[src/rtl/vga_pixel_fetch_if.sv]
`default_nettype none
// +--------------------------------------------------------------------------+
// | vga_pixel_fetch_if : framebuffer read bus (address/read out, byte back)   |
// | Revision 1.0                                                             |
// +--------------------------------------------------------------------------+
interface vga_pixel_fetch_if #(
    parameter int ADDR_W = 17
) ();
    logic [ADDR_W-1:0] mem_addr;
    logic              mem_rd;
    logic [7:0]        mem_data;

    modport master (output mem_addr, output mem_rd, input  mem_data);
    modport slave  (input  mem_addr, input  mem_rd, output mem_data);
endinterface
`default_nettype wire

[src/rtl/vga_pixel_fetch.sv]
`default_nettype none
// +--------------------------------------------------------------------------+
// | vga_pixel_fetch : 2x-scaled RGB332 framebuffer fetch with aligned syncs   |
// | Optional colour-bar source via `VGA_TEST_PATTERN_EN (adds test_en).       |
// | Revision 1.0                                                             |
// +--------------------------------------------------------------------------+
module vga_pixel_fetch #(
    parameter int IMG_W   = 320,
    parameter int IMG_H   = 240,
    parameter int ADDR_W  = 17,
    parameter int MEM_LAT = 2
) (
    input  wire logic       clk,
    input  wire logic       rst,
`ifdef VGA_TEST_PATTERN_EN
    input  wire logic       test_en,
`endif
    input  wire logic [9:0] posx,
    input  wire logic [9:0] posy,
    input  wire logic       blank_n_in,
    input  wire logic       h_sync_in,
    input  wire logic       v_sync_in,
    vga_pixel_fetch_if.master mem,
    output logic [7:0]      r,
    output logic [7:0]      g,
    output logic [7:0]      b,
    output logic            h_sync_out,
    output logic            v_sync_out,
    output logic            blank_n_out,
    output logic            frame_start
);

    typedef struct packed {
        logic       valid;
        logic       hs;
        logic       vs;
        logic       bn;
        logic       first;
        logic       tp;
        logic [2:0] bar;
    } side_t;

    logic [8:0]        w_sx;
    logic [8:0]        w_sy;
    logic              w_in_range;
    logic              w_test;
    logic [9:0]        w_bar_q;
    logic [2:0]        w_bar;
    logic [ADDR_W-1:0] w_addr;
    side_t             w_stage_a;
    side_t             w_last;
    logic [7:0]        w_r;
    logic [7:0]        w_g;
    logic [7:0]        w_b;

    // Index 0 is stage A; index MEM_LAT lines up with mem_data.
    side_t             r_pipe [0:MEM_LAT];
    logic [ADDR_W-1:0] r_addr;

`ifdef VGA_TEST_PATTERN_EN
    assign w_test = test_en;
`else
    assign w_test = 1'b0;
`endif

    assign w_sx       = posx[9:1];
    assign w_sy       = posy[9:1];
    assign w_in_range = (32'(w_sx) < IMG_W) && (32'(w_sy) < IMG_H);
    assign w_addr     = ADDR_W'(32'(w_sy) * 32'(IMG_W) + 32'(w_sx));
    assign w_bar_q    = posx / 10'd80;
    assign w_bar      = (w_bar_q > 10'd7) ? 3'd7 : w_bar_q[2:0];

    always_comb begin
        w_stage_a       = '0;
        w_stage_a.valid = blank_n_in & w_in_range & ~w_test;
        w_stage_a.hs    = h_sync_in;
        w_stage_a.vs    = v_sync_in;
        w_stage_a.bn    = blank_n_in;
        w_stage_a.first = blank_n_in & (posx == 10'd0) & (posy == 10'd0);
        w_stage_a.tp    = w_test;
        w_stage_a.bar   = w_bar;
    end

    always_ff @(posedge clk or negedge rst) begin
        if (!rst) begin
            r_addr <= '0;
            for (int i = 0; i <= MEM_LAT; i++) begin
                r_pipe[i] <= '0;
            end
        end else begin
            r_addr    <= w_addr;
            r_pipe[0] <= w_stage_a;
            for (int i = 1; i <= MEM_LAT; i++) begin
                r_pipe[i] <= r_pipe[i-1];
            end
        end
    end

    assign mem.mem_addr = r_addr;
    assign mem.mem_rd   = r_pipe[0].valid;
    assign w_last       = r_pipe[MEM_LAT];

    // Memory data is only trusted when the matching read was issued.
    always_comb begin
        w_r = 8'h00;
        w_g = 8'h00;
        w_b = 8'h00;
        if (w_last.tp) begin
            if (w_last.bn) begin
                w_r = {8{w_last.bar[2]}};
                w_g = {8{w_last.bar[1]}};
                w_b = {8{w_last.bar[0]}};
            end
        end else if (w_last.valid) begin
            w_r = {mem.mem_data[7:5], mem.mem_data[7:5], mem.mem_data[7:6]};
            w_g = {mem.mem_data[4:2], mem.mem_data[4:2], mem.mem_data[4:3]};
            w_b = {4{mem.mem_data[1:0]}};
        end
    end

    always_ff @(posedge clk or negedge rst) begin
        if (!rst) begin
            r           <= 8'h00;
            g           <= 8'h00;
            b           <= 8'h00;
            h_sync_out  <= 1'b0;
            v_sync_out  <= 1'b0;
            blank_n_out <= 1'b0;
            frame_start <= 1'b0;
        end else begin
            r           <= w_r;
            g           <= w_g;
            b           <= w_b;
            h_sync_out  <= w_last.hs;
            v_sync_out  <= w_last.vs;
            blank_n_out <= w_last.bn;
            frame_start <= w_last.first;
        end
    end

endmodule
`default_nettype wire

[src/flat_wrapper.sv]
// flat-port wrapper written by rule: the top's interface ports become plain ports
module vga_pixel_fetch_flat 
#(
    parameter int IMG_W   = 320,
    parameter int IMG_H   = 240,
    parameter int ADDR_W  = 17,
    parameter int MEM_LAT = 2
)
  (clk, rst, posx, posy, blank_n_in, h_sync_in, v_sync_in, r, g, b, h_sync_out, v_sync_out, blank_n_out, frame_start, mem_mem_addr, mem_mem_rd, mem_mem_data);
  vga_pixel_fetch_if #(.ADDR_W(ADDR_W)) mem_i ();
  input  wire logic clk;
  input  wire logic rst;
  input  wire logic [9:0] posx;
  input  wire logic [9:0] posy;
  input  wire logic blank_n_in;
  input  wire logic h_sync_in;
  input  wire logic v_sync_in;
  output logic [7:0] r;
  output logic [7:0] g;
  output logic [7:0] b;
  output logic h_sync_out;
  output logic v_sync_out;
  output logic blank_n_out;
  output logic frame_start;
  output wire logic [$bits(mem_i.mem_addr)-1:0] mem_mem_addr;
  output wire logic [$bits(mem_i.mem_rd)-1:0] mem_mem_rd;
  input wire logic [$bits(mem_i.mem_data)-1:0] mem_mem_data;
  assign mem_mem_addr = mem_i.mem_addr;
  assign mem_mem_rd = mem_i.mem_rd;
  assign mem_i.mem_data = mem_mem_data;
  vga_pixel_fetch #(.IMG_W(IMG_W), .IMG_H(IMG_H), .ADDR_W(ADDR_W), .MEM_LAT(MEM_LAT)) u_core (.clk(clk), .rst(rst), .posx(posx), .posy(posy), .blank_n_in(blank_n_in), .h_sync_in(h_sync_in), .v_sync_in(v_sync_in), .mem(mem_i), .r(r), .g(g), .b(b), .h_sync_out(h_sync_out), .v_sync_out(v_sync_out), .blank_n_out(blank_n_out), .frame_start(frame_start));
endmodule
[config.mk]
export PLATFORM = sky130hd
export DESIGN_NAME = vga_pixel_fetch_flat
export DESIGN_NICKNAME = d
export VERILOG_FILES = /design/src/rtl/vga_pixel_fetch_if.sv /design/src/rtl/vga_pixel_fetch.sv /design/src/flat_wrapper.sv
export SDC_FILE = /design/constraint.sdc
export NUM_CORES = 1
export LEC_CHECK = 0
export ABC_AREA = 1
export BUFFER_PORTS_ARGS = -buffer_cell sky130_fd_sc_hd__buf_2
export CAP_MARGIN = 40
export CORE_AREA = 2 2 69 71
export CTS_CLUSTER_SIZE = 10
export DETAILED_ROUTE_END_ITERATION = 10
export DIE_AREA = 0 0 71 73
export MAX_ROUTING_LAYER = met4
export PLACE_DENSITY_LB_ADDON = 0.05
export SYNTH_ARGS = -nofsm -noshare
export SYNTH_HDL_FRONTEND = slang
export SYNTH_SLANG_ARGS = --single-unit
[constraint.sdc]
create_clock -name clk -period 0.95 [get_ports clk]
set_input_delay 0.1425 -clock clk [delete_from_list [all_inputs] [get_ports clk]]
set_output_delay 0.1425 -clock clk [all_outputs]
set_load 0.01 [all_outputs]
==> flow_metrics.env, run 1 <==
export IMPL_synth_most_common_cell="dfrtp_1"
export IMPL_start_kind="primary input"
export IMPL_fmax_ghz=0.6142
export IMPL_rows=25
export IMPL_grt_pass1_vias=1676
export IMPL_multi_input_comb_area_um2=959.7
export IMPL_crit_top_cell="ha_4"
export IMPL_synth_main_ff_cell="dfrtp_1"
export IMPL_pre_cts_slack_ns=-1.009
export IMPL_finClkSkew_ns=0.01035
export IMPL_ant_nets=0
export IMPL_layout_nets=371
export IMPL_placed_area_um2=2729
export IMPL_finalMaxSlewViolations=0
export IMPL_ioPinCount=79
export IMPL_vias=1701
export IMPL_yosysTopAreaCell="dfrtp_1"
export IMPL_worstPathRequired_ns=1.13
export IMPL_r2r_end="u_core.r[5]"
export IMPL_ir_drop_mv=0.7283
export IMPL_p_per_area_nw_per_um2=1572
export IMPL_drt_met1_wl_um=1781
export IMPL_area_growth_pct=49.50
export IMPL_ys_warn_count=0
export IMPL_end_kind="flop"
export IMPL_max_cap_violations=0
export IMPL_worstPathMaxFanout=3
export IMPL_die_h_um=73
export IMPL_port_buffers=78
export IMPL_ys_ff_latch=44
export IMPL_htree_levels=2
export IMPL_fin_crit_sh_pct=171.4
export IMPL_register_area_um2=1101
export IMPL_async_flop_share_pct=100.0
export IMPL_drive_gt1_share_pct=48.44
export IMPL_nFillCells=341
export IMPL_period_minus_slack_ns=1.628
export IMPL_synth_top_cell_area_share_pct=52.23
export IMPL_power_total_uw=4954
export IMPL_setup_viol=22
export IMPL_status="finished, violations left"
export IMPL_synth_area_leaders="dfrtp_1 (52%), ha_1 (10%), nand2_1 (7.1%)"
export IMPL_synth_simple_area_share_pct=19.70
export IMPL_grt_max_degree=45
export IMPL_routed_via_density=4.548
export IMPL_synth_edff_count=0
export IMPL_cts_tree="built"
export IMPL_synth_cells_most_frequent="dfrtp_1 (44), nand2_1 (40), inv_1 (29)"
export IMPL_max_slew_worst_pin_slew_ns=0.3179
export IMPL_crit_chain="buf_8, ha_4, ha_4, fa_2, nand2_4, inv_2, nand2_2, nor2_4, nand3_4, o21ai_2, nand2_1"
export IMPL_fin_ws_ns=-0.6782
export IMPL_die_area_um2=5183
export IMPL_final_cell_area_um2=3152
export IMPL_overflow=0
export IMPL_netlist_area_um2=2108
export IMPL_netlist_cell_type_count=29
export IMPL_synth_compound_area_share_pct=2.433
export IMPL_detail_route_first_pass_iterations=4
export IMPL_top_layer="met4"
export IMPL_hpwlAfterDp_um=3174
export IMPL_utilization_pct=69.49
export IMPL_syn_area_per_cell_um2=9.992
export IMPL_clock_sinks=44
export IMPL_cts_root_buf="clkbuf_8"
export IMPL_synth_nets=263
export IMPL_r2r_start="u_core.r_pipe[8]"
export IMPL_drt_iter0_drc=29
export IMPL_clock_latency_ns=0.29
export IMPL_initial_utilization_pct=46.48
export IMPL_diodes=0
export IMPL_relSlewSlack_pct=78.61
export IMPL_grt_first_pass_wirelength_um=7362
export IMPL_muxShareOfSynthArea_pct=0
export IMPL_cts_buffer_depth=2
export IMPL_wl_met2_um=2427
export IMPL_critical_path_slowest_cell="fa_2"
export IMPL_path_class="in -> reg"
export IMPL_synth_fa_ha_area_share_pct=11.99
export IMPL_seq_area_frac_synth_pct=52.23
export IMPL_core_um2=4536
export IMPL_min_path_type="in -> reg"
export IMPL_cpPeakStageDelay_ns=0.55
export IMPL_synth_xor_area_share_pct=2.077
export IMPL_fp_dieW_um=71
export IMPL_wl_per_cell_um=11.97
export IMPL_reg2regPathDepth=2
export IMPL_path_clk_slew_ns=0.08
export IMPL_drc=0
export IMPL_met3_length_um=193
export IMPL_antenna_found_initial=0
export IMPL_numCtsBuffers=5
export IMPL_p_leak_uw=0.001758
export IMPL_wirelength_um=4475
export IMPL_cp_endpoint="u_core.mem.mem_addr[15]"
export IMPL_hold_viol_final=0
export IMPL_place_gp_congestion=0.8313
export IMPL_grtUsageTotal_pct=18.76
export IMPL_cp_arrival_ns=1.81
export IMPL_grt_setup_unrepaired="yes"
export IMPL_syn_inst=211
export IMPL_synth_top_family_by_area="simple AND/OR/NAND/NOR gates"
export IMPL_violations="setup timing"
export IMPL_timing_reg2reg_setup_slack_ns=0.25
export IMPL_startpoint="posy[4]"
-- report_power, final --
group	total [µW]	internal, µW	switching (µW)
clock	1490	860	628
sequential	2070	2030	44.2
combinational	1390	665	728
-- placed cells by master (no fill, tap or decap), types with 2 or more instances in the layout --
cell type | synthesis | final
a21oi_1 | 5 | 5
buf_2 | 0 | 74
buf_4 | 16 | 24
buf_6 | 0 | 7
buf_8 | 0 | 2
clkbuf_8 | 0 | 6
dfrtp_1 | 44 | 44
dlygate4sd3_1 | 0 | 10
fa_2 | 0 | 2
ha_1 | 17 | 8
ha_4 | 0 | 8
inv_1 | 29 | 28
inv_2 | 1 | 3
nand2_1 | 40 | 35
nand2_2 | 5 | 7
nand2_4 | 1 | 4
nand3_1 | 15 | 11
nand3_2 | 1 | 2
nand3_4 | 0 | 3
nand3b_1 | 2 | 2
nand4_1 | 2 | 2
nor2_1 | 7 | 6
nor2_2 | 3 | 3
nor2_4 | 2 | 3
nor3_1 | 2 | 2
nor4_1 | 3 | 3
xnor2_1 | 2 | 2
xor2_1 | 3 | 2
-- final cells by class --
class	instances	area share (%)
flip-flops and latches	44	34.93
clock buffers	6	2.620
multi-input cells	118	30.45
clock inverters	2	1.231
repair buffers	118	24.73
inverters	32	3.890
well taps	54	2.144
-- cells by family after synthesis --
kind of cell | count (synthesis)
compound gates | 9
buf+inv | 49
xor+xnor | 5
simple gates | 85
fa+ha+maj | 19
flops | 44
-- stage by stage --
stage                     TNS [ns]  instances  hold WS (ns)
after floorplan             -4.739        211       -0.1531
after global placement      -7.269        353        0.1344
after detailed placement    -7.414        353        0.1315
after CTS                   -4.028        372       0.03286
after global routing        -5.902        374       0.03792
final                       -4.324        374       0.03983
-- state kept, by name, summed over array words and instances (netlist names) --
signal               cells
u_core.mem.mem_addr     17
u_core.r_pipe           14
u_core.g                 3
u_core.r                 3
u_core.b                 2
u_core.blank_n_out       1
u_core.frame_start       1
u_core.h_sync_out        1
u_core.mem.mem_rd        1
u_core.v_sync_out        1
-- per-layer routing --
metal,vias up,track usage [%]
li1,862,-
met1,778,19.38
met2,55,35.31
met3,6,3.177
met4,0,7.547
met5,-,-
-- worst min-delay path by stage --
stage                    start                      to  slack, ns  cells after the start
3_5_place_dp               rst       u_core.v_sync_out       0.13                      2
4_1_cts        mem_mem_data[1]             u_core.b[5]       0.03                      3
6_report       mem_mem_data[1]             u_core.b[5]       0.04                      3
2_1_floorplan              rst             u_core.b[5]      -0.15                      0
5_1_grt        mem_mem_data[6]             u_core.r[6]       0.04                      3
3_3_place_gp               rst  u_core.mem.mem_addr[1]       0.13                      2
-- worst max-delay path: cells and delay by family --
| family | cells | cell delay (ns) |
|---|---|---|
| compound gates | 1 | 0.13 |
| fa+ha+maj | 3 | 0.95 |
| buf+inv | 2 | 0.16 |
| simple gates | 5 | 0.41 |
-- timing repair --
item,CTS,global route
pin swaps,18,13
hold buffers,10,0
gates resized for setup,23,15
setup endpoints to repair,32,50
hold endpoints to repair,53,0
setup buffers,1,3
No activity file was read; power rests on OpenSTA's default activity.
==> inputs of run 2 (changes only) <==
--- a/config.mk
+++ b/config.mk
@@ -8,10 +8,11 @@
 export ABC_AREA = 1
 export BUFFER_PORTS_ARGS = -buffer_cell sky130_fd_sc_hd__buf_2
 export CAP_MARGIN = 40
-export CORE_AREA = 2 2 69 71
+export CORE_AREA = 2 2 68 70
+export CTS_BUF_LIST = sky130_fd_sc_hd__clkbuf_2 sky130_fd_sc_hd__clkbuf_4 sky130_fd_sc_hd__clkbuf_8
 export CTS_CLUSTER_SIZE = 10
 export DETAILED_ROUTE_END_ITERATION = 10
-export DIE_AREA = 0 0 71 73
+export DIE_AREA = 0 0 70 72
 export MAX_ROUTING_LAYER = met4
 export PLACE_DENSITY_LB_ADDON = 0.05
 export SYNTH_ARGS = -nofsm -noshare
==> run 2 against run 1 <==
Against the previous run: the run still ends with setup timing left; hold slack lost 0.0061 ns; maximum frequency shrank 0.65%; combinational power is essentially flat; final area shrank 0.83%; register-to-register slack is essentially flat; power shrank 1.8%; first-iteration DRC count grew 55%; die area shrank 2.8%; via count grew 0.12%; clock power shrank 5%; largest power group unchanged.
==> flow_metrics.env, run 2 (same netlist as run 1, synthesis figures left out) <==
export IMPL_cts_buffer_depth=2
export IMPL_max_slew_worst_pin_slew_ns=0.3323
export IMPL_cts_tree="built"
export IMPL_ir_drop_mv=0.9434
export IMPL_diodes=0
export IMPL_path_delay_family="adder cells"
export IMPL_port_buffers=78
export IMPL_p_leak_uw=0.001725
export IMPL_power_total_uw=4863
export IMPL_crit_chain="buf_8, ha_4, ha_4, fa_2, nand2_4, inv_2, nand2_2, nor2_4, nand3_2, o21ai_1, nand2_1"
export IMPL_finalMaxSlewViolations=0
export IMPL_end_kind="flop"
export IMPL_max_cap_violations=0
export IMPL_layout_nets=369
export IMPL_start_kind="primary input"
export IMPL_fin_crit_sh_pct=172.5
export IMPL_status="finished, violations left"
export IMPL_drc=0
export IMPL_grt_pass1_vias=1644
export IMPL_fp_dieW_um=70
export IMPL_worstPathMaxFanout=3
export IMPL_cp_arrival_ns=1.82
export IMPL_drive_gt1_share_pct=49.69
export IMPL_crit_top_cell="ha_4"
export IMPL_core_um2=4264
export IMPL_clock_sinks=44
export IMPL_finClkSkew_ns=0.004716
export IMPL_mostFrequentLayoutCells="buf_2 (74), dfrtp_1 (44), nand2_1 (35)"
export IMPL_hold_viol_final=0
export IMPL_fmax_ghz=0.6102
export IMPL_min_path_type="in -> reg"
export IMPL_grtUsageTotal_pct=18.30
export IMPL_htree_levels=2
export IMPL_relSlewSlack_pct=77.66
export IMPL_die_area_um2=5040
export IMPL_clock_latency_ns=0.29
export IMPL_path_clk_slew_ns=0.08
export IMPL_ioPinCount=79
export IMPL_overflow=0
export IMPL_detail_route_first_pass_iterations=4
export IMPL_critical_path_slowest_cell="fa_2"
export IMPL_violations="setup timing"
export IMPL_drt_iter0_drc=45
export IMPL_setup_viol=29
export IMPL_grt_first_pass_wirelength_um=7072
export IMPL_cpPeakStageDelay_ns=0.56
export IMPL_fin_ws_ns=-0.6889
export IMPL_ant_nets=0
export IMPL_wl_per_cell_um=11.41
export IMPL_hpwlAfterDp_um=3220
export IMPL_final_common_cell="buf_2"
export IMPL_numCtsBuffers=5
export IMPL_vias=1703
export IMPL_period_minus_slack_ns=1.639
export IMPL_largest_reg_flops=17
export IMPL_crit_buf_inv=2
export IMPL_place_gp_congestion=0.8509
export IMPL_worstPathRequired_ns=1.13
export IMPL_initial_utilization_pct=49.44
export IMPL_antenna_found_initial=0
export IMPL_die_h_um=72
export IMPL_p_per_area_nw_per_um2=1556
export IMPL_grt_max_degree=35
export IMPL_path_class="in -> reg"
export IMPL_rows=24
export IMPL_routed_via_density=4.603
export IMPL_area_growth_pct=48.25
export IMPL_wirelength_um=4223
export IMPL_grt_setup_unrepaired="yes"
export IMPL_cts_root_buf="clkbuf_8"
export IMPL_whs_ns=0.03373
run 2: timing repair:
item | in CTS | in global routing
hold buffers | 10 | 0
cloned | 0 | 0
pin swaps | 15 | 10
buffers inserted | 2 | 3
endpoints found under the setup margin | 34 | 54
resized for setup | 24 | 16
hold endpoints to repair | 19 | 0
run 2: area by class of cell:
cell class / count / area [µm²]
flip-flops and latches: 44 / 1101
repair buffers: 116 / 753.2
inverters: 32 / 122.6
well taps: 52 / 65.06
fillers: 314 / 1139
clock buffers: 5 / 68.82
clock inverters: 3 / 46.29
multi-input cells: 118 / 968.4
run 2: routing by layer:
metal	vias to the layer above	track usage, %	share of wire (%)
met4	0	7.479	2.2
met2	67	32.49	49
met3	10	4.167	6.6
met1	766	19.98	42
li1	860	-	-
met5	-	-	0
run 2: worst paths after layout:
check,from,end,slack [ns],depth (start not counted)
setup / recovery,posy[4],u_core.mem.mem_addr[15],-0.69,11
hold / removal,mem_mem_data[7],u_core.r[4],0.03,3
setup reg to reg,u_core.r_pipe[8],u_core.b[5],0.25,2
hold reg to reg,u_core.r_pipe[13],u_core.r_pipe[4],0.35,0
max in group asynchronous,rst,u_core.mem.mem_addr[14],0.24,3
min in group asynchronous,rst,u_core.h_sync_out,0.25,2
run 2: worst reg2reg max path: cells and delay by family, from the launching register on:
family	cells	cell delay [ns]
buffers and inverters	1	0.04
DFF	1	0.47
and+or+nand+nor	1	0.10
run 2: through the flow:
step / TNS (ns) / utilization (%) / std cells / setup slack (ns) / area [µm²]
after floorplan: -4.739 / - / 211 / -0.8340 / 2180
after global placement: -7.203 / 63.41 / 348 / -0.9738 / 2704
after detailed placement: -7.447 / 63.41 / 348 / -1.022 / 2704
after CTS: -4.193 / 71.65 / 368 / -0.6051 / 3055
after global routing: -5.683 / 73.30 / 370 / -0.7285 / 3126
final: -4.113 / 73.30 / 370 / -0.6889 / 3126
run 2: report_power, final:
part	switching (µW)	internal [µW]	leakage [µW]
combinational	722	667	0.00113
sequential	40.4	2030	0.000543
clock	615	791	0.0000548
total	1380	3490	0.00172
==> inputs of run 3 (changes only) <==
--- a/config.mk
+++ b/config.mk
@@ -6,13 +6,13 @@
 export NUM_CORES = 1
 export LEC_CHECK = 0
 export ABC_AREA = 1
-export BUFFER_PORTS_ARGS = -buffer_cell sky130_fd_sc_hd__buf_2
 export CAP_MARGIN = 40
-export CORE_AREA = 2 2 68 70
+export CORE_AREA = 2 2 60 62
 export CTS_BUF_LIST = sky130_fd_sc_hd__clkbuf_2 sky130_fd_sc_hd__clkbuf_4 sky130_fd_sc_hd__clkbuf_8
 export CTS_CLUSTER_SIZE = 10
 export DETAILED_ROUTE_END_ITERATION = 10
-export DIE_AREA = 0 0 70 72
+export DIE_AREA = 0 0 62 64
+export DONT_BUFFER_PORTS = 1
 export MAX_ROUTING_LAYER = met4
 export PLACE_DENSITY_LB_ADDON = 0.05
 export SYNTH_ARGS = -nofsm -noshare
==> run 3 against run 2 <==
Against the previous run: the run ends with hold timing, setup timing left; non-clock buffer count fell by 72; cell count decreased by 21%; combinational power is 25% lower; register-to-register slack lost 0.03 ns; clock power down 41%; core utilization increased by 7.0 points; count of clock-buffer cells in the layout is 1 higher; first-iteration DRC count increased by 89%; final area fell by 16%; critical path type unchanged; die area down 21%; sequential share of layout area up 6.8 points; via count shrank 12%.
==> flow_metrics.env, run 3 (same netlist as run 1, synthesis figures left out) <==
export IMPL_status="finished, violations left"
export IMPL_violations="hold timing, setup timing"
export IMPL_rows=21
export IMPL_fp_dieW_um=62
export IMPL_fin_crit_sh_pct=155.1
export IMPL_crit_chain="ha_4, ha_4, fa_2, buf_4, nor2_4, nor2_4, inv_1, nor2_4, buf_4, buf_6, a21oi_2, nor2_2"
export IMPL_setup_viol=29
export IMPL_wl_per_cell_um=15.17
export IMPL_relSlewSlack_pct=71.49
export IMPL_max_cap_violations=0
export IMPL_nFillCells=191
export IMPL_worstPathMaxFanout=3
export IMPL_fin_ws_ns=-0.5234
export IMPL_mostFrequentLayoutCells="nand2_1 (37), dfrtp_1 (37), inv_1 (28)"
export IMPL_cts_root_buf="clkbuf_4"
export IMPL_ioPinCount=79
export IMPL_drt_iter0_drc=85
export IMPL_p_leak_uw=0.001378
export IMPL_stdcell_count=291
export IMPL_drive_gt1_share_pct=31.02
export IMPL_grt_pass1_vias=1626
export IMPL_layout_nets=297
export IMPL_min_path_type="in -> async"
export IMPL_start_kind="primary input"
export IMPL_end_kind="flop"
export IMPL_finClkSkew_ns=0.004162
export IMPL_pre_cts_slack_ns=-0.8705
export IMPL_ir_drop_mv=0.6211
export IMPL_wirelength_um=4415
export IMPL_path_delay_family="adder cells"
export IMPL_hpwlAfterDp_um=3032
export IMPL_numCtsBuffers=5
export IMPL_initial_utilization_pct=64.19
export IMPL_crit_buf_inv=4
export IMPL_htree_levels=2
export IMPL_antenna_found_initial=0
export IMPL_fmax_ghz=0.6787
export IMPL_drc=0
export IMPL_critical_path_slowest_cell="fa_2"
export IMPL_die_h_um=64
export IMPL_worstPathRequired_ns=1.19
export IMPL_p_per_area_nw_per_um2=1542
export IMPL_detail_route_first_pass_iterations=4
export IMPL_utilization_pct=80.34
export IMPL_clock_sinks=44
export IMPL_grtUsageTotal_pct=25.25
export IMPL_crit_top_cell="nor2_4"
export IMPL_grt_first_pass_wirelength_um=7120
export IMPL_core_um2=3284
export IMPL_cts_buffer_depth=2
export IMPL_period_minus_slack_ns=1.473
export IMPL_hold_viol_final=45
export IMPL_vias=1491
export IMPL_hold_buffers=18
export IMPL_routed_via_density=5.124
export IMPL_diodes=0
export IMPL_cp_arrival_ns=1.72
export IMPL_port_buffers=0
export IMPL_cpPeakStageDelay_ns=0.36
export IMPL_max_slew_worst_pin_slew_ns=0.4238
export IMPL_dp_cells=259
export IMPL_die_area_um2=3968
export IMPL_power_total_uw=4069
export IMPL_whs_ns=-0.5220
export IMPL_grt_max_degree=45
export IMPL_overflow=0
export IMPL_path_clk_slew_ns=0.11
export IMPL_ant_nets=0
export IMPL_clock_latency_ns=0.34
export IMPL_place_gp_congestion=0.8727
export IMPL_cts_tree="built"
export IMPL_path_class="in -> reg"
export IMPL_largest_reg_flops=17
export IMPL_area_growth_pct=25.16
export IMPL_grt_setup_unrepaired="yes"
export IMPL_finalMaxSlewViolations=0
-- run 3: cell count changes in the layout (fill, tap and decap cells not counted), moves of 4 or more --
cell / before / now
buf_2: 74 / 0
buf_6: 6 / 2
dfrtp_2: 0 / 7
dlygate4sd3_1: 10 / 16
clkbuf_8: 5 / 0
clkbuf_4: 1 / 6
dfrtp_1: 44 / 37
inv_2: 6 / 1
-- run 3: worst register-to-register path: stages (launching register included) --
cell	delay, ns
dfrtp_1	0.48
nand2_1	0.11
inv_1	0.05
-- run 3: power by group --
group	switching, µW	leakage [µW]	internal, µW
logic	520	0.000815	522
registers	161	0.000532	2030
clock network	529	0.0000315	302
-- run 3: stage by stage --
step	setup TNS [ns]	area, µm²
floorplan	-4.739	2180
global placement	-5.462	2256
detailed placement	-5.802	2256
CTS	-3.553	2567
global route	-4.934	2639
finish	-3.510	2639
-- run 3: timing repair --
action,4_1_cts,5_1_grt
pin swaps,11,3
buffers inserted,5,3
endpoints found under the setup margin,31,34
endpoints found under the hold margin,63,45
gates cloned,0,0
gates resized for setup,16,12
-- run 3: per-layer routing --
layer	part of all wire [%]	track usage, %	vias up
li1	-	-	718
met1	36	25.46	698
met2	56	45.05	61
met3	6.2	6.478	14
met4	1.8	9.043	0
met5	0	-	-
-- run 3: final timing paths --
kind	from	slack, ns	end	depth (start not counted)
worst min register to register	u_core.r_pipe[15]	0.36	u_core.r_pipe[6]	0
max in group asynchronous	rst	1.38	u_core.b[5]	0
worst min-delay path	rst	-0.52	u_core.mem.mem_addr[1]	0
min in group clk	posx[0]	-0.05	u_core.r_pipe[22]	2
worst max register to register	u_core.r_pipe[8]	0.22	u_core.g[4]	2
worst max-delay path	posy[2]	-0.52	u_core.mem.mem_addr[13]	12
-- run 3: final cells by class --
type	count	area [µm²]	area share (%)
inverters	32	125.1	4.742
repair buffers	44	387.9	14.70
flip-flops and latches	44	1110	42.06
clock inverters	1	5.005	0.1897
well taps	46	57.56	2.181
clock buffers	6	45.04	1.707
multi-input cells	118	908.4	34.42
